`src/rtl/mul_arb_pkg.sv`:
```
// mul_arb_pkg: shared types and helpers for the mul_arbiter block.
//   state_t : controller FSM states (IDLE, EXEC, HOLD)
//   idw_of  : requester-ID width for a given requester count (min 1 bit)
package mul_arb_pkg;

    typedef enum logic [1:0] {
        IDLE = 2'd0,
        EXEC = 2'd1,
        HOLD = 2'd2
    } state_t;

    function automatic int idw_of(input int r);
        return (r <= 2) ? 1 : $clog2(r);
    endfunction

endpackage

```
`src/rtl/mul_arbiter_if.sv`:
```
// mul_arbiter_if: bundles the requester, response and multiply-unit buses
// of mul_arbiter.
//   req_*  : per-requester operand handshake (R lanes, one-hot ready)
//   resp_* : tagged result handshake towards the consumer
//   mul_*  : operands out to / result and flags back from the multiply unit
// Handshake rule for both req and resp: a transfer happens on a rising edge
// where valid & ready are both high; the producer holds valid and payload
// stable until that edge, and valid never depends on ready.
interface mul_arbiter_if #(
    parameter int N = 32,
    parameter int R = 4
) ();
    import mul_arb_pkg::*;
    localparam int IDW = idw_of(R);

    logic [R-1:0]          req_valid;
    logic [R-1:0][N-1:0]   req_a;
    logic [R-1:0][N-1:0]   req_b;
    logic [R-1:0]          req_ready;

    logic                  resp_valid;
    logic                  resp_ready;
    logic [IDW-1:0]        resp_id;
    logic [N-1:0]          resp_c;
    logic                  resp_cout;
    logic                  resp_zero;
    logic                  resp_overflow;

    logic [N-1:0]          mul_a;
    logic [N-1:0]          mul_b;
    logic [N-1:0]          mul_c;
    logic                  mul_cout;
    logic                  mul_zero;
    logic                  mul_overflow;

    // Arbiter side
    modport slave (
        input  req_valid, req_a, req_b, resp_ready,
               mul_c, mul_cout, mul_zero, mul_overflow,
        output req_ready, resp_valid, resp_id, resp_c, resp_cout,
               resp_zero, resp_overflow, mul_a, mul_b
    );

    // Requester / consumer / multiply-unit side
    modport master (
        output req_valid, req_a, req_b, resp_ready,
               mul_c, mul_cout, mul_zero, mul_overflow,
        input  req_ready, resp_valid, resp_id, resp_c, resp_cout,
               resp_zero, resp_overflow, mul_a, mul_b
    );

endinterface

```
`src/rtl/mul_arbiter_rr_arbiter.sv`:
```
// rr_arbiter: combinational round-robin picker.
//   i_req          : request vector
//   i_ptr          : highest-priority index this cycle
//   o_grant_onehot : one-hot grant (zero when nothing requests)
//   o_grant_idx    : index of the granted requester
//   o_any          : at least one request present
module rr_arbiter
    import mul_arb_pkg::*;
#(
    parameter  int R   = 4,
    localparam int IDW = idw_of(R)
) (
    input  logic [R-1:0]   i_req,
    input  logic [IDW-1:0] i_ptr,
    output logic [R-1:0]   o_grant_onehot,
    output logic [IDW-1:0] o_grant_idx,
    output logic           o_any
);

    // Index k steps after the pointer, wrapped modulo R.
    function automatic logic [IDW-1:0] wrap_idx(input logic [IDW-1:0] p, input int k);
        int s;
        s = int'(p) + k;
        return IDW'((s >= R) ? s - R : s);
    endfunction

    always_comb begin
        o_grant_onehot = '0;
        o_grant_idx    = '0;
        o_any          = 1'b0;
        // First requester found scanning ptr, ptr+1, ... wins.
        for (int k = 0; k < R; k++) begin
            if (!o_any && i_req[wrap_idx(i_ptr, k)]) begin
                o_any                               = 1'b1;
                o_grant_idx                         = wrap_idx(i_ptr, k);
                o_grant_onehot[wrap_idx(i_ptr, k)]  = 1'b1;
            end
        end
    end

endmodule

```
`src/rtl/mul_arbiter.sv`:
```
// mul_arbiter: shares one N-bit multiply unit among R requesters.
// One operation in flight: IDLE (arbitrate) -> EXEC (unit sees registered
// operands, result captured) -> HOLD (tagged response held until taken).
// Ports:
//   clk, rst    : clock, synchronous active-high reset
//   mul_if      : requester / response / multiply-unit buses (slave side)
//   o_dbg_state : current FSM state, for observation only
module mul_arbiter
    import mul_arb_pkg::*;
#(
    parameter int N = 32,
    parameter int R = 4
) (
    input  logic          clk,
    input  logic          rst,
    mul_arbiter_if.slave  mul_if,
    output state_t        o_dbg_state
);

    localparam int IDW = idw_of(R);

    state_t         r_state;
    logic [IDW-1:0] r_rr_ptr;
    logic [N-1:0]   r_op_a;
    logic [N-1:0]   r_op_b;
    logic [IDW-1:0] r_op_id;
    logic [IDW-1:0] r_resp_id;
    logic [N-1:0]   r_res_c;
    logic           r_res_cout;
    logic           r_res_zero;
    logic           r_res_ovf;
    logic           r_resp_valid;

    state_t         w_next_state;
    logic           w_arb_en;
    logic           w_accept;
    logic [R-1:0]   w_grant_onehot;
    logic [IDW-1:0] w_grant_idx;
    logic           w_any;

    rr_arbiter #(.R(R)) u_rr (
        .i_req          (mul_if.req_valid),
        .i_ptr          (r_rr_ptr),
        .o_grant_onehot (w_grant_onehot),
        .o_grant_idx    (w_grant_idx),
        .o_any          (w_any)
    );

    // Arbitration is open in IDLE, and in HOLD on the cycle the response
    // is consumed so a waiting request is taken back-to-back.
    always_comb begin
        w_next_state = r_state;
        w_arb_en     = 1'b0;
        case (r_state)
            IDLE: begin
                w_arb_en = 1'b1;
                if (w_any) w_next_state = EXEC;
            end
            EXEC: w_next_state = HOLD;
            HOLD: begin
                if (mul_if.resp_ready) begin
                    w_arb_en     = 1'b1;
                    w_next_state = w_any ? EXEC : IDLE;
                end
            end
            default: w_next_state = IDLE;
        endcase
        w_accept = w_arb_en && w_any && !rst;
    end

    always_ff @(posedge clk) begin
        if (rst) begin
            r_state      <= IDLE;
            r_rr_ptr     <= '0;
            r_op_a       <= '0;
            r_op_b       <= '0;
            r_op_id      <= '0;
            r_resp_id    <= '0;
            r_res_c      <= '0;
            r_res_cout   <= 1'b0;
            r_res_zero   <= 1'b0;
            r_res_ovf    <= 1'b0;
            r_resp_valid <= 1'b0;
        end else begin
            r_state <= w_next_state;
            if (w_accept) begin
                r_op_a   <= mul_if.req_a[w_grant_idx];
                r_op_b   <= mul_if.req_b[w_grant_idx];
                r_op_id  <= w_grant_idx;
                r_rr_ptr <= (w_grant_idx == IDW'(R - 1)) ? '0 : w_grant_idx + 1'b1;
            end
            if (r_state == EXEC) begin
                r_res_c      <= mul_if.mul_c;
                r_res_cout   <= mul_if.mul_cout;
                r_res_zero   <= mul_if.mul_zero;
                r_res_ovf    <= mul_if.mul_overflow;
                r_resp_id    <= r_op_id;
                r_resp_valid <= 1'b1;
            end else if (r_state == HOLD && mul_if.resp_ready) begin
                r_resp_valid <= 1'b0;
            end
        end
    end

    // Handshake outputs are forced low while reset is asserted.
    assign mul_if.req_ready     = (w_arb_en && !rst) ? w_grant_onehot : '0;
    assign mul_if.resp_valid    = r_resp_valid && !rst;
    assign mul_if.resp_id       = r_resp_id;
    assign mul_if.resp_c        = r_res_c;
    assign mul_if.resp_cout     = r_res_cout;
    assign mul_if.resp_zero     = r_res_zero;
    assign mul_if.resp_overflow = r_res_ovf;
    assign mul_if.mul_a         = r_op_a;
    assign mul_if.mul_b         = r_op_b;
    assign o_dbg_state          = r_state;

endmodule

```
`src/flat_wrapper.sv`:
```
// flat-port wrapper written by rule: the top's interface ports become plain ports
module mul_arbiter_flat import mul_arb_pkg::*;
#(
    parameter int N = 32,
    parameter int R = 4
)
  (clk, rst, o_dbg_state, mul_if_req_valid, mul_if_req_a, mul_if_req_b, mul_if_resp_ready, mul_if_mul_c, mul_if_mul_cout, mul_if_mul_zero, mul_if_mul_overflow, mul_if_req_ready, mul_if_resp_valid, mul_if_resp_id, mul_if_resp_c, mul_if_resp_cout, mul_if_resp_zero, mul_if_resp_overflow, mul_if_mul_a, mul_if_mul_b);
  mul_arbiter_if #(.N(N), .R(R)) mul_if_i ();
  input  logic clk;
  input  logic rst;
  output state_t o_dbg_state;
  input wire logic [$bits(mul_if_i.req_valid)-1:0] mul_if_req_valid;
  input wire logic [$bits(mul_if_i.req_a)-1:0] mul_if_req_a;
  input wire logic [$bits(mul_if_i.req_b)-1:0] mul_if_req_b;
  input wire logic [$bits(mul_if_i.resp_ready)-1:0] mul_if_resp_ready;
  input wire logic [$bits(mul_if_i.mul_c)-1:0] mul_if_mul_c;
  input wire logic [$bits(mul_if_i.mul_cout)-1:0] mul_if_mul_cout;
  input wire logic [$bits(mul_if_i.mul_zero)-1:0] mul_if_mul_zero;
  input wire logic [$bits(mul_if_i.mul_overflow)-1:0] mul_if_mul_overflow;
  output wire logic [$bits(mul_if_i.req_ready)-1:0] mul_if_req_ready;
  output wire logic [$bits(mul_if_i.resp_valid)-1:0] mul_if_resp_valid;
  output wire logic [$bits(mul_if_i.resp_id)-1:0] mul_if_resp_id;
  output wire logic [$bits(mul_if_i.resp_c)-1:0] mul_if_resp_c;
  output wire logic [$bits(mul_if_i.resp_cout)-1:0] mul_if_resp_cout;
  output wire logic [$bits(mul_if_i.resp_zero)-1:0] mul_if_resp_zero;
  output wire logic [$bits(mul_if_i.resp_overflow)-1:0] mul_if_resp_overflow;
  output wire logic [$bits(mul_if_i.mul_a)-1:0] mul_if_mul_a;
  output wire logic [$bits(mul_if_i.mul_b)-1:0] mul_if_mul_b;
  assign mul_if_i.req_valid = mul_if_req_valid;
  assign mul_if_i.req_a = mul_if_req_a;
  assign mul_if_i.req_b = mul_if_req_b;
  assign mul_if_i.resp_ready = mul_if_resp_ready;
  assign mul_if_i.mul_c = mul_if_mul_c;
  assign mul_if_i.mul_cout = mul_if_mul_cout;
  assign mul_if_i.mul_zero = mul_if_mul_zero;
  assign mul_if_i.mul_overflow = mul_if_mul_overflow;
  assign mul_if_req_ready = mul_if_i.req_ready;
  assign mul_if_resp_valid = mul_if_i.resp_valid;
  assign mul_if_resp_id = mul_if_i.resp_id;
  assign mul_if_resp_c = mul_if_i.resp_c;
  assign mul_if_resp_cout = mul_if_i.resp_cout;
  assign mul_if_resp_zero = mul_if_i.resp_zero;
  assign mul_if_resp_overflow = mul_if_i.resp_overflow;
  assign mul_if_mul_a = mul_if_i.mul_a;
  assign mul_if_mul_b = mul_if_i.mul_b;
  mul_arbiter #(.N(N), .R(R)) u_core (.clk(clk), .rst(rst), .mul_if(mul_if_i), .o_dbg_state(o_dbg_state));
endmodule
```
`config.mk`:
```
export PLATFORM = sky130hd
export DESIGN_NAME = mul_arbiter_flat
export DESIGN_NICKNAME = d
export VERILOG_FILES = /design/src/rtl/mul_arb_pkg.sv /design/src/rtl/mul_arbiter_if.sv /design/src/rtl/mul_arbiter_rr_arbiter.sv /design/src/rtl/mul_arbiter.sv /design/src/flat_wrapper.sv
export SDC_FILE = /design/constraint.sdc
export NUM_CORES = 1
export LEC_CHECK = 0
export BUFFER_PORTS_ARGS = -buffer_cell sky130_fd_sc_hd__buf_2
export CAP_MARGIN = 5
export CELL_PAD_IN_SITES_DETAIL_PLACEMENT = 2
export CELL_PAD_IN_SITES_GLOBAL_PLACEMENT = 2
export CORE_MARGIN = 2
export CORE_UTILIZATION = 24
export DETAILED_ROUTE_END_ITERATION = 16
export HOLD_SLACK_MARGIN = 0.05
export PLACE_DENSITY_LB_ADDON = 0.15
export SYNTH_ARGS = -nofsm -noshare
export SYNTH_HDL_FRONTEND = slang
export SYNTH_SLANG_ARGS = --single-unit
```
`constraint.sdc`:
```
create_clock -name clk -period 4.35 [get_ports clk]
set_input_delay 0.87 -clock clk [delete_from_list [all_inputs] [get_ports clk]]
set_output_delay 0.87 -clock clk [all_outputs]
set_load 0.01 [all_outputs]
```
# ---- Word level (Yosys, flattened, before mapping)
# Cells that the tools add are included.
dict set report op_classes {
  addsub 8
  magnitude_cmp 13
  n_eq_ne 5
  n_mux 46
  bitwise_logic 3
  reduce_logical 19
}
# cell n
set op_table {}
lappend op_table {{$bmux 32 s2} 2}
lappend op_table {{$mux 32} 2}
lappend op_table {{$mux 2} 11}
lappend op_table {{$mux 4} 5}
lappend op_table {{$mux 1} 16}
lappend op_table {{$lt 2x3->1 const B} 5}
lappend op_table {{$logic_and 1x1->1} 12}
lappend op_table {{$or 4x4->4} 3}
lappend op_table {{$ge 3x3->1 const B} 3}
lappend op_table {{$bmux 1 s2} 4}
lappend op_table {{$demux 1 s2} 4}
lappend op_table {{$ge 2x1->1 const B} 4}
lappend op_table {{$sub 2x1->2 const B} 4}
lappend op_table {{$add 2x2->3 const B} 2}
lappend op_table {{$pmux 2 s3} 1}
lappend op_table {{$eq 2x2->1 const B} 2}
lappend op_table {{$logic_not 1->1} 4}
lappend op_table {{$add 2x1->3 const B} 1}
lappend op_table {{$ge 2x3->1 const B} 1}
lappend op_table {{$add 2x1->2 const B} 1}
lappend op_table {{$eq 2x1->1 const B} 1}
lappend op_table {{$logic_not 2->1} 1}
lappend op_table {{$ne 2x1->1 const B} 1}
lappend op_table {{$ne 2x2->1 const B} 1}
lappend op_table {{3 further kinds} 3}
dict set report totals {
  reg_bits 108
  in_bits 298
  output_inout_bits 108
  wordCells 105
}

# ---- Longest topological paths before layout
dict set report logic_depth {
  depth_word 17
  depth_mapped 11
  ltp_nobuf 9
}

# ---- Hierarchy
# Synthesis repeated with hierarchy kept, for this count alone.
dict set report unflattened {
  cells_unflattened 465
  area_unflattened_um2 5531.6
}
# mod instances cells_per_inst area_per_inst_um2 seq_area_each_um2
set modules_own_cells {}
lappend modules_own_cells {mul_arbiter 1 420 5112.4 2162.1}
lappend modules_own_cells {rr_arbiter 1 45 419.2 0.0}

# ---- Worst setup path after synthesis
# No wires, ideal clock.
dict set report synth_timing {
  kind {register to output}
  startpoint {register u_core.r_rr_ptr[0]}
  endpoint {output port mul_if_req_ready[0]}
  arrival_ps 2385
  required_ps 3480
  slack_ps 1095
  path_stages_with_launch 9
  path_buffers 1
  path_cell_list {dfxtp_1 > buf_2 > inv_1 > ha_1 > mux4_2 > or3_1 > nor2_2 > a221oi_1 > nor2_1}
}
dict set report synth_between {
  elab_chain_len 15
  word_cells_on_any_way 60
  classes_between {add/sub: 7; order compare: 12; mux: 28; bitwise: 3; reduce/logical: 10}
}
# element line_no
set synth_rtl {}
lappend synth_rtl {{start, declared} mul_arbiter.sv:23} ;# logic [IDW-1:0] r_rr_ptr;
lappend synth_rtl {{start signal, assigned} mul_arbiter.sv:90} ;# r_rr_ptr <= (w_grant_idx == IDW'(R - 1)) ? '0 : w_grant_idx + 1'b1;
lappend synth_rtl {{branches (longest 13 deep; another with $add 2x1->3)} --}
lappend synth_rtl {{$mux 4 (*)} mul_arbiter_rr_arbiter.sv:33} ;# if (!o_any && i_req[wrap_idx(i_ptr, k)]) begin
lappend synth_rtl {{$mux 4 (*)} mul_arbiter.sv:106} ;# assign mul_if.req_ready = (w_arb_en && !rst) ? w_grant_onehot : '0;
lappend synth_rtl {{end, declared} flat_wrapper.sv:20} ;# output wire logic [$bits(mul_if_i.req_ready)-1:0] mul_if_req_ready;
# Mark *: on every way between the ends. The select of a mux whose other input is x is not followed.

# ---- Worst setup path after layout
dict set report layout_timing {
  startpoint {register u_core.r_rr_ptr[1]}
  endpoint {output port mul_if_req_ready[3]}
}
# Same word-level chain as after synthesis.

==> flow_summary.yaml <==
global_route:
  grt_usage: 0.1969
  grt_overflow: 0
  antenna_found_initial: 4
  grt_pass1_wl_um: 39590
  grt_max_degree: 63
  grt_pass1_vias: 6586
power:
  total_power_mw: 5.502
  ir_worst_vdd_mv: 0.3872
  p_per_area_nw_per_um2: 656.7
  leakage_nw: 4.053
timing:
  worst_hold_slack_ps: 453.5
  setup_viol: 0
  slew_viol_final: 0
  min_period_over_period: 0.8644
  relSlewSlack: 0.5595
  final-hold-violation-count: 0
  fin_skew_ps: 11.11
  fmax_ghz: 0.2660
  rsz0062_at_grt: "false"
  tns_ps: 0
  period_minus_slack_ps: 3760
  worst_pin_slew_ps: 653.9
setup_path:
  cp-end-kind: "primary output"
  cp_top_family: "simple AND/OR/NAND/NOR gates"
  r2r_end: "u_core.mul_if.mul_b[0]$_SDFFE_PP0P_"
  worst-path-max-fanout: 10
  crit_path_cell_trace: "inv_1 > ha_1 > mux4_2 > or3_1 > nor2_2 > a221oi_1 > nor2_1 > buf_2"
  crit_required_ps: 3480
  crit_end: "mul_if_req_ready[3]"
  crit_buf_inv: 2
  critPathLaunchType: "flip-flop"
  worst-path-stages: 8
  path_class: "flip-flop to primary output"
  startpoint: "u_core.r_rr_ptr[1]$_SDFFE_PP0P_"
  reg2regPathDepth: 9
  cpMaxStageDelayCell: "dfxtp_1"
  r2r_start: "u_core.r_rr_ptr[1]$_SDFFE_PP0P_"
  arrival_ps: 2890
  slowest_delay_ps: 550
  reg2reg_slack_ps: 920
die:
  die_w_um: 160.0
  num_io_pins: 406
  dieArea_um2: 25590
  coreArea_um2: 24110
  dieHeight_um: 160.0
  initial_core_util: 0.2422
  placementRows: 57
clock_tree:
  cts_made_buffers: 9
  clkTransAtPathRegs_ps: 70
  cts_setup_buffers: 0
  clockRootBuffer: "clkbuf_16"
  cts.sinks: 108
  cts_buffer_depth: 2
  cts_tree: "done"
  ctsHoldBuffers: 0
  cts_resized: 0
  cts_htree_levels: 3
  clk-insertion-delay-late_ps: 350
synthesis:
  synth_edf_count: 0
  yosys.area.top_type: "dfxtp_1"
  synth_fa_ha_area_frac: 0.01500
  synth_top_family_by_area: "multiplexers"
  ys_seq_area_frac: 0.3703
  synthSimpleGateAreaFrac: 0.1209
  synth_area_leaders: "dfxtp_1 37%, mux2i_1 22%, nand2_1 9.4%"
  ys_ff_latch: 108
  syn_nets: 909
  synth_cell_types: 37
  synth_top_area_frac: 0.3703
  yosysWarnings: 0
  synth_compound_area_frac: 0.1865
  yosys.area_share.xor_xnor: 0.003000
  synth_flop_cell: "dfxtp_1"
  syn_area_um2: 5838
  syn_inst: 604
  ys_async_sr_fraction: 0
  synth_mux_area_frac: 0.2349
  avgSynthCellArea_um2: 9.666
finish:
  finalNetCount: 1290
  final.fill_count: 2886
  seqCellArea_um2: 2162
  multi_input_area_um2: 3287
  area_delta_synth_final_pct: 43.51
  stdcell_count: 1316
  drive_gt1_frac: 0.4778
routing:
  wl_um: 25880
  drcViolationCount: 0
  avgViaCountPerCell: 4.702
  drt_first_pass_iters: 4
  ant_nets: 0
  drt_iter0_drc: 217
  wl_per_cell_um: 19.67
  routed-via-count: 6188
place:
  placed_cells: 1298
  dpl.hpwl_um: 20470
  gp_congestion: 0.7915
  io_buffer_count: 405
flow_run:
  cap_violations: 0
min_path:
  worstHoldPathType: "flip-flop to flip-flop"
outcome:
  status: "finished, final reports clean"
## report_power, final
group          switching [mW]  internal, mW
Clock                   0.382         0.521
Combinational            1.78          1.38
Sequential              0.153          1.28
## registers in the layout, indices dropped and copies added (netlist names), 2 cells and up
register,flops
u_core.o_dbg_state,2
u_core.mul_if.mul_b,32
u_core.mul_if.resp_id,2
u_core.r_op_id,2
u_core.mul_if.resp_c,32
u_core.mul_if.mul_a,32
u_core.r_rr_ptr,2
## worst register-to-register path: cells and delay by family, from the launching register on
family          cells  cell delay [ps]
simple gates        3              970
mux                 1              440
fa+ha+maj           1              440
compound gates      2              390
buf+inv             2              490
flops               1              550
## cell families after synthesis
logic type	Yosys count
AND/OR/NAND/NOR	172
multiplexers	132
AO/OA/AOI/OAI	126
flip-flops	108
buffers and inverters	57
adder cells (fa/ha/maj)	7
XOR/XNOR	2
## per-layer routing
layer | part of all wire | vias to the layer above | track usage
met5 | 0.00089 | - | 0
met4 | 0.0099 | 4 | 0.03645
met3 | 0.078 | 20 | 0.06701
met2 | 0.51 | 226 | 0.3587
met1 | 0.40 | 2974 | 0.2246
li1 | - | 2964 | -
## cell usage after synthesis, drive strengths merged, types with 4 or more instances
library cell	n
mux4	4
clkbuf	16
o21ai	7
nand2	147
a221oi	5
dfxtp	108
ha	7
o221ai	64
a21oi	40
nor2	12
inv	8
a22oi	4
mux2i	128
buf	33
## through the flow
stage / setup WS (ps) / util / area, um^2
4_1_cts: 544.2 / 0.3473 / 8373
5_1_grt: 289.8 / 0.3475 / 8376
2_1_floorplan: 1095 / - / 5838
6_report: 590.0 / 0.3476 / 8378
3_5_place_dp: 878.2 / 0.3341 / 8054
3_3_place_gp: 898.7 / 0.3341 / 8054
## layout make-up
cell class                      count  share of cell area
Clock buffer                       12             0.02942
Inverter                            8            0.003584
Timing Repair Buffer              419              0.2590
Antenna cell                        2           0.0005974
Multi-Input combinational cell    439              0.3923
Clock inverter                      4            0.008662
Sequential cell                   108              0.2581
Tap cell                          324             0.04839
## placed cells by master (no fill, tap or decap), types with 3 or more instances in the layout
cell	n
a21oi_1	40
a22oi_1	4
or3_1	3
a221oi_1	5
o221ai_1	37
inv_1	7
mux4_2	4
o221ai_2	27
mux2i_1	128
buf_12	3
ha_1	7
dfxtp_1	108
buf_4	11
nand2_1	146
o21ai_0	7
buf_2	405
clkbuf_16	9
nor2_1	10
## how the worst min path moves through the flow
stage               cells after the start  slack, ps                                  start                               endpoint
detailed placement                      2        440   u_core.mul_if.mul_b[10]$_SDFFE_PP0P_   u_core.mul_if.mul_b[10]$_SDFFE_PP0P_
global placement                        2        440   u_core.mul_if.mul_a[27]$_SDFFE_PP0P_   u_core.mul_if.mul_a[27]$_SDFFE_PP0P_
floorplan                               2        430         u_core.r_op_id[0]$_SDFFE_PP0P_  u_core.mul_if.resp_id[0]$_SDFFE_PP0P_
finish                                  2        450  u_core.mul_if.resp_c[24]$_SDFFE_PP0P_  u_core.mul_if.resp_c[24]$_SDFFE_PP0P_
CTS                                     2        460  u_core.mul_if.resp_c[24]$_SDFFE_PP0P_  u_core.mul_if.resp_c[24]$_SDFFE_PP0P_
global route                            2        470   u_core.mul_if.resp_c[0]$_SDFFE_PP0P_   u_core.mul_if.resp_c[0]$_SDFFE_PP0P_
No activity file was read; power rests on OpenSTA's default activity.
